[src/rtl/imm_encoder_pkg.sv]
// Shared constants for the immediate encoder: format codes (same as the extender),
// instruction field positions and the packed stage payload.
package imm_encoder_pkg;

  localparam logic [2:0] I_TYPE = 3'd0;
  localparam logic [2:0] S_TYPE = 3'd1;
  localparam logic [2:0] B_TYPE = 3'd2;
  localparam logic [2:0] J_TYPE = 3'd3;
  localparam logic [2:0] U_TYPE = 3'd4;

  localparam int I_HI    = 31, I_LO    = 20;
  localparam int S_HI_HI = 31, S_HI_LO = 25;
  localparam int S_LO_HI = 11, S_LO_LO = 7;
  localparam int B_SIGN  = 31, B_B11   = 7;
  localparam int B_MID_HI = 30, B_MID_LO = 25;
  localparam int B_LO_HI  = 11, B_LO_LO  = 8;
  localparam int J_SIGN  = 31, J_B11   = 20;
  localparam int J_MID_HI = 30, J_MID_LO = 21;
  localparam int J_HI_HI  = 19, J_HI_LO  = 12;
  localparam int U_HI    = 31, U_LO    = 12;

  typedef struct packed {
    logic [31:0] instr;
    logic        err;
  } enc_t;

  // True when v is the sign extension of its low nbits bits.
  function automatic logic fits_signed(input logic [31:0] v, input int nbits);
    logic [31:0] hi;
    hi = 32'($signed(v) >>> (nbits - 1));
    return (hi == '0) || (hi == '1);
  endfunction

endpackage

[src/rtl/imm_encoder_if.sv]
// Input/output beat handshake of the immediate encoder.
interface imm_encoder_if;
  logic        in_valid;
  logic        in_ready;
  logic [2:0]  in_imm_src;
  logic [31:0] in_imm;
  logic [31:0] in_base;
  logic        out_valid;
  logic        out_ready;
  logic [31:0] out_instr;
  logic        out_err;

  modport master (output in_valid, in_imm_src, in_imm, in_base, out_ready,
                  input  in_ready, out_valid, out_instr, out_err);
  modport slave  (input  in_valid, in_imm_src, in_imm, in_base, out_ready,
                  output in_ready, out_valid, out_instr, out_err);
endinterface

[src/rtl/imm_extend.sv]
// Immediate extender (decode side), used only by the round-trip self-check
// enabled with IMM_ENC_ROUNDTRIP_CHECK_EN.
`ifdef IMM_ENC_ROUNDTRIP_CHECK_EN
module imm_extend (
  input  logic [2:0]  imm_src,
  input  logic [31:0] instr,
  output logic [31:0] imm_ext
);
  always_comb begin
    imm_ext = '0;
    case (imm_src)
      3'd0: imm_ext = {{20{instr[31]}}, instr[31:20]};
      3'd1: imm_ext = {{20{instr[31]}}, instr[31:25], instr[11:7]};
      3'd2: imm_ext = {{19{instr[31]}}, instr[31], instr[7], instr[30:25], instr[11:8], 1'b0};
      3'd3: imm_ext = {{11{instr[31]}}, instr[31], instr[19:12], instr[20], instr[30:21], 1'b0};
      3'd4: imm_ext = {instr[31:12], 12'b0};
      default: imm_ext = '0;
    endcase
  end
endmodule
`endif

[src/rtl/imm_pack.sv]
// Combinational encode: scatter imm into the format's instruction fields over base,
// and flag out-of-range / misaligned immediates when STRICT.
module imm_pack
  import imm_encoder_pkg::*;
#(
  parameter int STRICT = 1
) (
  input  logic [2:0]  imm_src,
  input  logic [31:0] imm,
  input  logic [31:0] base,
  output enc_t        enc
);

  logic [31:0] instr;
  logic        rng_err;
  logic        src_bad;

  always_comb begin
    instr   = base;
    rng_err = 1'b0;
    src_bad = 1'b0;
    case (imm_src)
      I_TYPE: begin
        instr[I_HI:I_LO] = imm[11:0];
        rng_err = !fits_signed(imm, 12);
      end
      S_TYPE: begin
        instr[S_HI_HI:S_HI_LO] = imm[11:5];
        instr[S_LO_HI:S_LO_LO] = imm[4:0];
        rng_err = !fits_signed(imm, 12);
      end
      B_TYPE: begin
        instr[B_SIGN]            = imm[12];
        instr[B_B11]             = imm[11];
        instr[B_MID_HI:B_MID_LO] = imm[10:5];
        instr[B_LO_HI:B_LO_LO]   = imm[4:1];
        rng_err = !fits_signed(imm, 13) || imm[0];
      end
      J_TYPE: begin
        instr[J_SIGN]            = imm[20];
        instr[J_MID_HI:J_MID_LO] = imm[10:1];
        instr[J_B11]             = imm[11];
        instr[J_HI_HI:J_HI_LO]   = imm[19:12];
        rng_err = !fits_signed(imm, 21) || imm[0];
      end
      U_TYPE: begin
        instr[U_HI:U_LO] = imm[31:12];
        rng_err = |imm[11:0];
      end
      default: src_bad = 1'b1;
    endcase
    enc.instr = instr;
    // Unknown formats are always errors; range faults only count when checking.
    enc.err   = src_bad || ((STRICT != 0) && rng_err);
  end

endmodule

[src/rtl/imm_encoder.sv]
// Two-stage valid/ready immediate encoder with saturating error counter.
// Optional round-trip self-check under IMM_ENC_ROUNDTRIP_CHECK_EN.
module imm_encoder
  import imm_encoder_pkg::*;
#(
  parameter int CNT_W  = 8,
  parameter int STRICT = 1
) (
  input  logic             clk,
  input  logic             rst_n,
  imm_encoder_if.slave     bus,
  output logic [CNT_W-1:0] err_count,
  output logic             rt_mismatch
);

  localparam int STAGES = 2;

  logic [STAGES:1]  vld_pipe_q, vld_pipe_d;
  enc_t             s1_q, s1_d, s2_q, s2_d, enc;
  logic [CNT_W-1:0] cnt_q, cnt_d;
  logic             s2_load, s1_adv;

  imm_pack #(.STRICT(STRICT)) u_pack (
    .imm_src (bus.in_imm_src),
    .imm     (bus.in_imm),
    .base    (bus.in_base),
    .enc     (enc)
  );

  always_comb begin
    s2_load    = !vld_pipe_q[2] || bus.out_ready;
    s1_adv     = s2_load || !vld_pipe_q[1];
    vld_pipe_d = vld_pipe_q;
    s1_d       = s1_q;
    s2_d       = s2_q;
    cnt_d      = cnt_q;
    if (s1_adv) begin
      vld_pipe_d[1] = bus.in_valid;
      if (bus.in_valid) s1_d = enc;
    end
    if (s2_load) begin
      vld_pipe_d[2] = vld_pipe_q[1];
      if (vld_pipe_q[1]) s2_d = s1_q;
    end
    if (vld_pipe_q[2] && bus.out_ready && s2_q.err && (cnt_q != '1))
      cnt_d = cnt_q + 1'b1;
  end

  always_ff @(posedge clk or negedge rst_n) begin
    if (!rst_n) begin
      vld_pipe_q <= '0;
      s1_q       <= '0;
      s2_q       <= '0;
      cnt_q      <= '0;
    end else begin
      vld_pipe_q <= vld_pipe_d;
      s1_q       <= s1_d;
      s2_q       <= s2_d;
      cnt_q      <= cnt_d;
    end
  end

  assign bus.in_ready  = s1_adv;
  assign bus.out_valid = vld_pipe_q[2];
  assign bus.out_instr = s2_q.instr;
  assign bus.out_err   = s2_q.err;
  assign err_count     = cnt_q;

`ifdef IMM_ENC_ROUNDTRIP_CHECK_EN
  logic [2:0]  s1_src_q, s1_src_d;
  logic [31:0] s1_imm_q, s1_imm_d, rt_ext;
  logic        rt_q, rt_d;

  imm_extend u_ext (
    .imm_src (s1_src_q),
    .instr   (s1_q.instr),
    .imm_ext (rt_ext)
  );

  // Decode the S1 word back and compare with the immediate it was built from.
  always_comb begin
    s1_src_d = s1_src_q;
    s1_imm_d = s1_imm_q;
    if (s1_adv && bus.in_valid) begin
      s1_src_d = bus.in_imm_src;
      s1_imm_d = bus.in_imm;
    end
    rt_d = rt_q || (vld_pipe_q[1] && !s1_q.err && (s1_src_q <= U_TYPE) &&
                    (rt_ext != s1_imm_q));
  end

  always_ff @(posedge clk or negedge rst_n) begin
    if (!rst_n) begin
      s1_src_q <= '0;
      s1_imm_q <= '0;
      rt_q     <= 1'b0;
    end else begin
      s1_src_q <= s1_src_d;
      s1_imm_q <= s1_imm_d;
      rt_q     <= rt_d;
    end
  end

  assign rt_mismatch = rt_q;
`else
  assign rt_mismatch = 1'b0;
`endif

endmodule
[src/flat_wrapper.sv]
// flat-port wrapper written by rule: the top's interface ports become plain ports
module imm_encoder_flat import imm_encoder_pkg::*;
#(
  parameter int CNT_W  = 8,
  parameter int STRICT = 1
)
  (clk, rst_n, err_count, rt_mismatch, bus_in_valid, bus_in_imm_src, bus_in_imm, bus_in_base, bus_out_ready, bus_in_ready, bus_out_valid, bus_out_instr, bus_out_err);
  imm_encoder_if bus_i ();
  input  logic clk;
  input  logic rst_n;
  output logic [CNT_W-1:0] err_count;
  output logic rt_mismatch;
  input wire logic [$bits(bus_i.in_valid)-1:0] bus_in_valid;
  input wire logic [$bits(bus_i.in_imm_src)-1:0] bus_in_imm_src;
  input wire logic [$bits(bus_i.in_imm)-1:0] bus_in_imm;
  input wire logic [$bits(bus_i.in_base)-1:0] bus_in_base;
  input wire logic [$bits(bus_i.out_ready)-1:0] bus_out_ready;
  output wire logic [$bits(bus_i.in_ready)-1:0] bus_in_ready;
  output wire logic [$bits(bus_i.out_valid)-1:0] bus_out_valid;
  output wire logic [$bits(bus_i.out_instr)-1:0] bus_out_instr;
  output wire logic [$bits(bus_i.out_err)-1:0] bus_out_err;
  assign bus_i.in_valid = bus_in_valid;
  assign bus_i.in_imm_src = bus_in_imm_src;
  assign bus_i.in_imm = bus_in_imm;
  assign bus_i.in_base = bus_in_base;
  assign bus_i.out_ready = bus_out_ready;
  assign bus_in_ready = bus_i.in_ready;
  assign bus_out_valid = bus_i.out_valid;
  assign bus_out_instr = bus_i.out_instr;
  assign bus_out_err = bus_i.out_err;
  imm_encoder #(.CNT_W(CNT_W), .STRICT(STRICT)) u_core (.clk(clk), .rst_n(rst_n), .bus(bus_i), .err_count(err_count), .rt_mismatch(rt_mismatch));
endmodule
[config.mk]
export PLATFORM = sky130hd
export DESIGN_NAME = imm_encoder_flat
export DESIGN_NICKNAME = d
export VERILOG_FILES = /design/src/rtl/imm_encoder_pkg.sv /design/src/rtl/imm_encoder_if.sv /design/src/rtl/imm_extend.sv /design/src/rtl/imm_pack.sv /design/src/rtl/imm_encoder.sv /design/src/flat_wrapper.sv
export SDC_FILE = /design/constraint.sdc
export NUM_CORES = 1
export LEC_CHECK = 0
export ABC_CLOCK_PERIOD_IN_PS = 4300
export CELL_PAD_IN_SITES_DETAIL_PLACEMENT = 0
export CELL_PAD_IN_SITES_GLOBAL_PLACEMENT = 1
export CORE_ASPECT_RATIO = 0.5
export CORE_MARGIN = 5
export CORE_UTILIZATION = 41
export CTS_CLUSTER_DIAMETER = 60
export DETAILED_ROUTE_END_ITERATION = 10
export GPL_ROUTABILITY_DRIVEN = 0
export GPL_TIMING_DRIVEN = 0
export HOLD_SLACK_MARGIN = 0.1
export PLACE_DENSITY_LB_ADDON = 0.05
export SYNTH_ARGS = -nofsm -noshare
export SYNTH_HDL_FRONTEND = slang
export SYNTH_HIERARCHICAL = 1
export SYNTH_SLANG_ARGS = --single-unit
[constraint.sdc]
create_clock -name clk -period 4.3 [get_ports clk]
set_input_delay 0.86 -clock clk [delete_from_list [all_inputs] [get_ports clk]]
set_output_delay 0.86 -clock clk [all_outputs]
set_load 0.1 [all_outputs]
### Yosys cells after proc, flatten, opt, wreduce, memory -nomap -nowiden

Index checks and enable logic that the tools add are counted.

| storage, ports and cells | value |
|---|---|
| bits in registers | 76 |
| input bits | 71 |
| output and inout bits | 44 |

| operators by class | value |
|---|---|
| add/subtract/negate cells | 1 |
| eq/ne operators | 8 |
| muxes and demuxes | 6 |
| reductions and logical operators | 26 |

Operators with widths:

| kind | number |
|---|---|
| 32-bit equality test, second input constant | 3 |
| 32-bit zero test | 3 |
| 7-bit one-hot mux with 4 select lines | 1 |
| 5-bit one-hot mux with 3 select lines | 1 |
| 12-bit OR reduction | 1 |
| 5-bit one-hot mux with 2 select lines | 1 |
| 8-bit by 1-bit adder with 8-bit output, second input constant | 1 |
| 1-bit logical OR | 8 |
| 8-bit 2-to-1 mux | 1 |
| 8-bit != test, second input constant | 1 |
| 3-bit by 2-bit equality test with 1-bit output, second input constant | 2 |
| 1-bit zero test | 5 |
| 5-bit OR reduction | 1 |
| 1-bit one-hot mux with 4 select lines | 1 |
| 2-bit AND reduction | 2 |
| 2-bit OR reduction | 2 |
| 3-bit by 1-bit equality test with 1-bit output, second input constant | 1 |
| 3-bit equality test, second input constant | 1 |
| 1-bit logical AND | 3 |
| 3-bit zero test | 1 |
| 1-bit 2-to-1 mux | 1 |

### Longest topological paths before layout

| depth | value |
|---|---|
| word-level depth | 6 |
| gate-level depth with buffers | 7 |
| mapped depth without buffers | 6 |

### By module

The synthesis kept the hierarchy.

Modules (own cells, without submodules):

| module | times used | cells an instance | area an instance (um2) | seq. area each (um2) |
|---|---|---|---|---|
| imm_encoder | 1 | 188 | 3235.6 | 1901.8 |
| imm_pack | 1 | 129 | 855.8 | 0.0 |

### Worst setup path before layout

OpenSTA, ideal clock, no wires.

| timing path | value |
|---|---|
| kind | flip-flop to flip-flop |
| start | register u_core/vld_pipe_q[2] in the netlist's numbering |
| end | register u_core/s1_q[10] in the netlist's numbering |
| setup time | 0.125 ns |
| arrival | 2.582 ns |
| setup slack | 1.593 ns |
| stages on the path, launching flop included | 5 |
| path buffers | 1 |
| cell sequence | dfrtp_1 -> nand3b_2 -> nand2_4 -> buf_8 -> mux2_4 |

| between the ends | value |
|---|---|
| word-level cells in the longest chain between the ends | 4 |

RTL lines:

| what | line | RTL |
|---|---|---|
| start: declaration | imm_encoder.sv:18 | `logic [STAGES:1] vld_pipe_q, vld_pipe_d;` |
| start signal: assignment | imm_encoder.sv:56 | `vld_pipe_q <= vld_pipe_d;` |
| 1-bit zero test | imm_encoder.sv:31 | `s2_load = !vld_pipe_q[2] \|\| bus.out_ready;` |
| 1-bit logical OR | imm_encoder.sv:31 |  |
| 1-bit logical OR | imm_encoder.sv:32 | `s1_adv = s2_load \|\| !vld_pipe_q[1];` |
| via bus_in_ready | flat_wrapper.sv:18 | `output wire logic [$bits(bus_i.in_ready)-1:0] bus_in_ready;` |
| 2-bit AND reduction (no line) | n/a |  |
| end signal: assignment | imm_encoder.sv:52 | `s1_q <= '0;` |
| end signal: assignment | imm_encoder.sv:57 | `s1_q <= s1_d;` |
| end: declaration | imm_encoder.sv:19 | `enc_t s1_q, s1_d, s2_q, s2_d, enc;` |

The timed path passes the listed nets, and every way through them passes these cells.
A chain may end at the register's enable or synchronous reset.

### Worst setup path after layout

| timing path | value |
|---|---|
| start | input port bus_out_ready |
| end | output port bus_in_ready |

| between the ends | value |
|---|---|
| word-level cells in the longest chain between the ends | 2 |

RTL lines:

| what | line | RTL |
|---|---|---|
| start: declaration | flat_wrapper.sv:17 | `input wire logic [$bits(bus_i.out_ready)-1:0] bus_out_ready;` |
| 1-bit logical OR | imm_encoder.sv:31 |  |
| 1-bit logical OR | imm_encoder.sv:32 |  |
| end: declaration | flat_wrapper.sv:18 |  |

No other way between the ends.

==> impl_metrics.ini <==
[status]
status = completed

[setup_path]
critPathMaxFanout = 5
r2r_cells = 4
crit_family = buffers and inverters
crit_buf_inv = 2
required_ps = 3440
worst_setup_path_start_kind = primary input
cp-startpoint = bus_out_ready
path_class = in -> out
rrSetupSlack_ps = 2600
rr_startpoint = u_core/err_count[0]
cp.depth = 3
cp_data_arrival_time_ps = 2790
crit_path_end = bus_in_ready
crit_chain = clkdlybuf4s50_1 > nand3b_2 > clkdlybuf4s50_1
reg2reg_to = u_core/err_count[4]
cp_slowest_cell = clkdlybuf4s50_1
cp-end-kind = output pin
cpPeakStageDelay_ps = 1160
path_common_cell = clkdlybuf4s50_1

[floorplan]
die-height_um = 80.6
fp.coreArea_um2 = 9570
dieArea_um2 = 12200
initial_utilization = 0.427
fp.dieW_um = 151
row_count = 25
ios = 115

[clock_network]
clockRootBuffer = clkbuf_16
cts.clk_slew.worst_paths_ps = 60
clock_path_buffers = 2
cts_resized = 0
insertion_delay_ps = 340
ctsHtreeMaxLevel = 3
ctsHoldBuffers = 0
post_cts_buffers = 0
cts.sinks = 76
cts_buffers = 9
cts_tree = done

[timing]
tightest_slew_ps = 987
hold_viol_final = 0
max_slew_margin = 0.340
rsz0062_at_grt = false
final.min_clock_period_ps = 3650
skew_ps = 6.34
maxSlewViolCount = 0
fin_crit_sh = 0.848
fin_setup_tns_ps = 0
final-setup-viol-count = 0
max_freq_mhz = 274

[global_routing]
grt_pass1_vias = 3011
antenna_found_initial = 0
grt_max_degree = 76
overflow = 0
grt_usage = 0.174
grt_pass1_wl_um = 16100

[synth]
synth_top_area_frac = 0.465
synthFlopType = dfrtp_1
synth_cell_types = 45
ys_ff_latch = 76
netlist_instances = 317
yosysSeqAreaShare = 0.465
synthTopCellsByArea = dfrtp_1, mux2_4, mux2_2
ys_warn_count = 6
synth_nets = 389
synth_edf_count = 0
syn_area_um2 = 4090
synth-async-reset-ratio = 1.00
syn_avg_cell_area_um2 = 12.9
yosysTopAreaCell = dfrtp_1

[finish]
final_layout_size_suffix_gt1_frac = 0.275
antenna_cells = 0
fillers = 797
stdcell_count = 572
utilization = 0.593
syn2layout_area_growth_pct = 38.6
nNetsFinal = 504

[detailed_routing]
vias = 2930
routed_wirelength_um = 10200
dr.pass1.iters = 5
wl_per_cell_um = 17.8
postRouteAntennaNets = 0
vias_per_cell = 5.12
drc_errors = 0
first_iter_violations = 143

[power_and_ir_drop]
powerDensity_nw_per_um2 = 632
vdd_drop_max_mv = 0.344
leakage_uw = 0.00246

[place]
dp.cells = 556
portBuffers = 103
dp_hpwl_um = 7540

[job]
maxCapViolCount = 0

[worst_hold_path]
hp-class = in -> async
worst register-to-register path, delay by kind of cell, from the launching register on:
family / cells / cell delay [ps]
flops: 1 / 420
compound gates: 1 / 520
fa+ha+maj: 1 / 280
simple gates: 2 / 350
area by class of cell:
type	count	area, µm²	share of cell area
Timing Repair Buffer	104	1060	0.186
Inverter	2	7.51	0.00132
Buffer	23	198	0.0349
Multi-Input combinational cell	216	1980	0.350
Clock buffer	9	225	0.0397
Tap cell	135	169	0.0298
Clock inverter	7	130	0.0229
Sequential cell	76	1900	0.335
metal layers:
metal	track usage	vias up	share of wire
li1	-	1378	-
met1	0.232	1450	0.47
met2	0.274	93	0.46
met3	0.0592	9	0.061
met4	0.0407	0	0.0067
met5	0	-	0
synth_stat cells (2+ instances only):
cell type,instances
dfrtp_1,76
mux2_4,60
nor2_1,26
a21oi_1,17
mux2_2,13
buf_4,10
mux2_1,9
mux2i_1,9
nand2_1,9
nand4_1,8
nor4_1,7
o21ai_0,6
buf_6,5
o21bai_1,5
a22o_1,4
nand2b_1,4
nand3_1,4
nor3_1,4
and3_1,3
buf_8,3
clkbuf_1,3
o211ai_1,3
o22ai_1,3
and4_1,2
buf_2,2
inv_1,2
xnor2_1,2
cells by family after synthesis:
family / after synthesis / share of synthesized area
xor gates and xnor gates: 2 / 0.00428
adders and majority gates: 1 / 0.00306
AOI/OAI and AO/OA: 45 / 0.0710
buffers and inverters: 25 / 0.0502
and+or+nand+nor: 76 / 0.103
other: 1 / 0.000917
DFF: 76 / 0.465
muxes: 91 / 0.303
sequential cells by signal, indices dropped and copies added, names as in the netlist:
register and cells:
u_core/s1_q 33, u_core/bus.out_instr 32, u_core/err_count 8, u_core/vld_pipe_q 2, u_core/bus.out_err 1
cells in the final DEF, fill, tap and decap left out, drive strengths merged, types with 7 or more instances in the layout:
master and n:
clkdlybuf4s50 102, mux2 82, dfrtp 76, nor2 27, buf 22, a21oi 18, clkbuf 12, nand2 11
mux2i 9, nand4 8, nor4 8, o21ai 7
worst min path at each step:
stage | start | end | cells after the start
after global routing | rst_n | u_core/err_count[0] | 1
final | rst_n | u_core/err_count[0] | 1
after detailed placement | u_core/s1_q[0] | u_core/bus.out_err | 1
after floorplan | u_core/s1_q[0] | u_core/bus.out_err | 1
after CTS | rst_n | u_core/err_count[0] | 1
after global placement | u_core/s1_q[0] | u_core/bus.out_err | 1
power breakdown:
group          leakage, µW  internal (µW)  switching (µW)
Clock             0.000174            579             324
Combinational      0.00141            525            1140
Sequential        0.000876            890             128
per-stage QoR:
stage	instance area, µm²	hold WS [ps]	setup slack, ps	power [µW]
after CTS	5670	288	652	3620
after global placement	5290	466	-153	2670
after global routing	5670	284	610	3720
final	5670	305	655	3580
after detailed placement	5320	477	663	2700
after floorplan	4090	454	1590	2270
(Power assumes the default switching activity.)
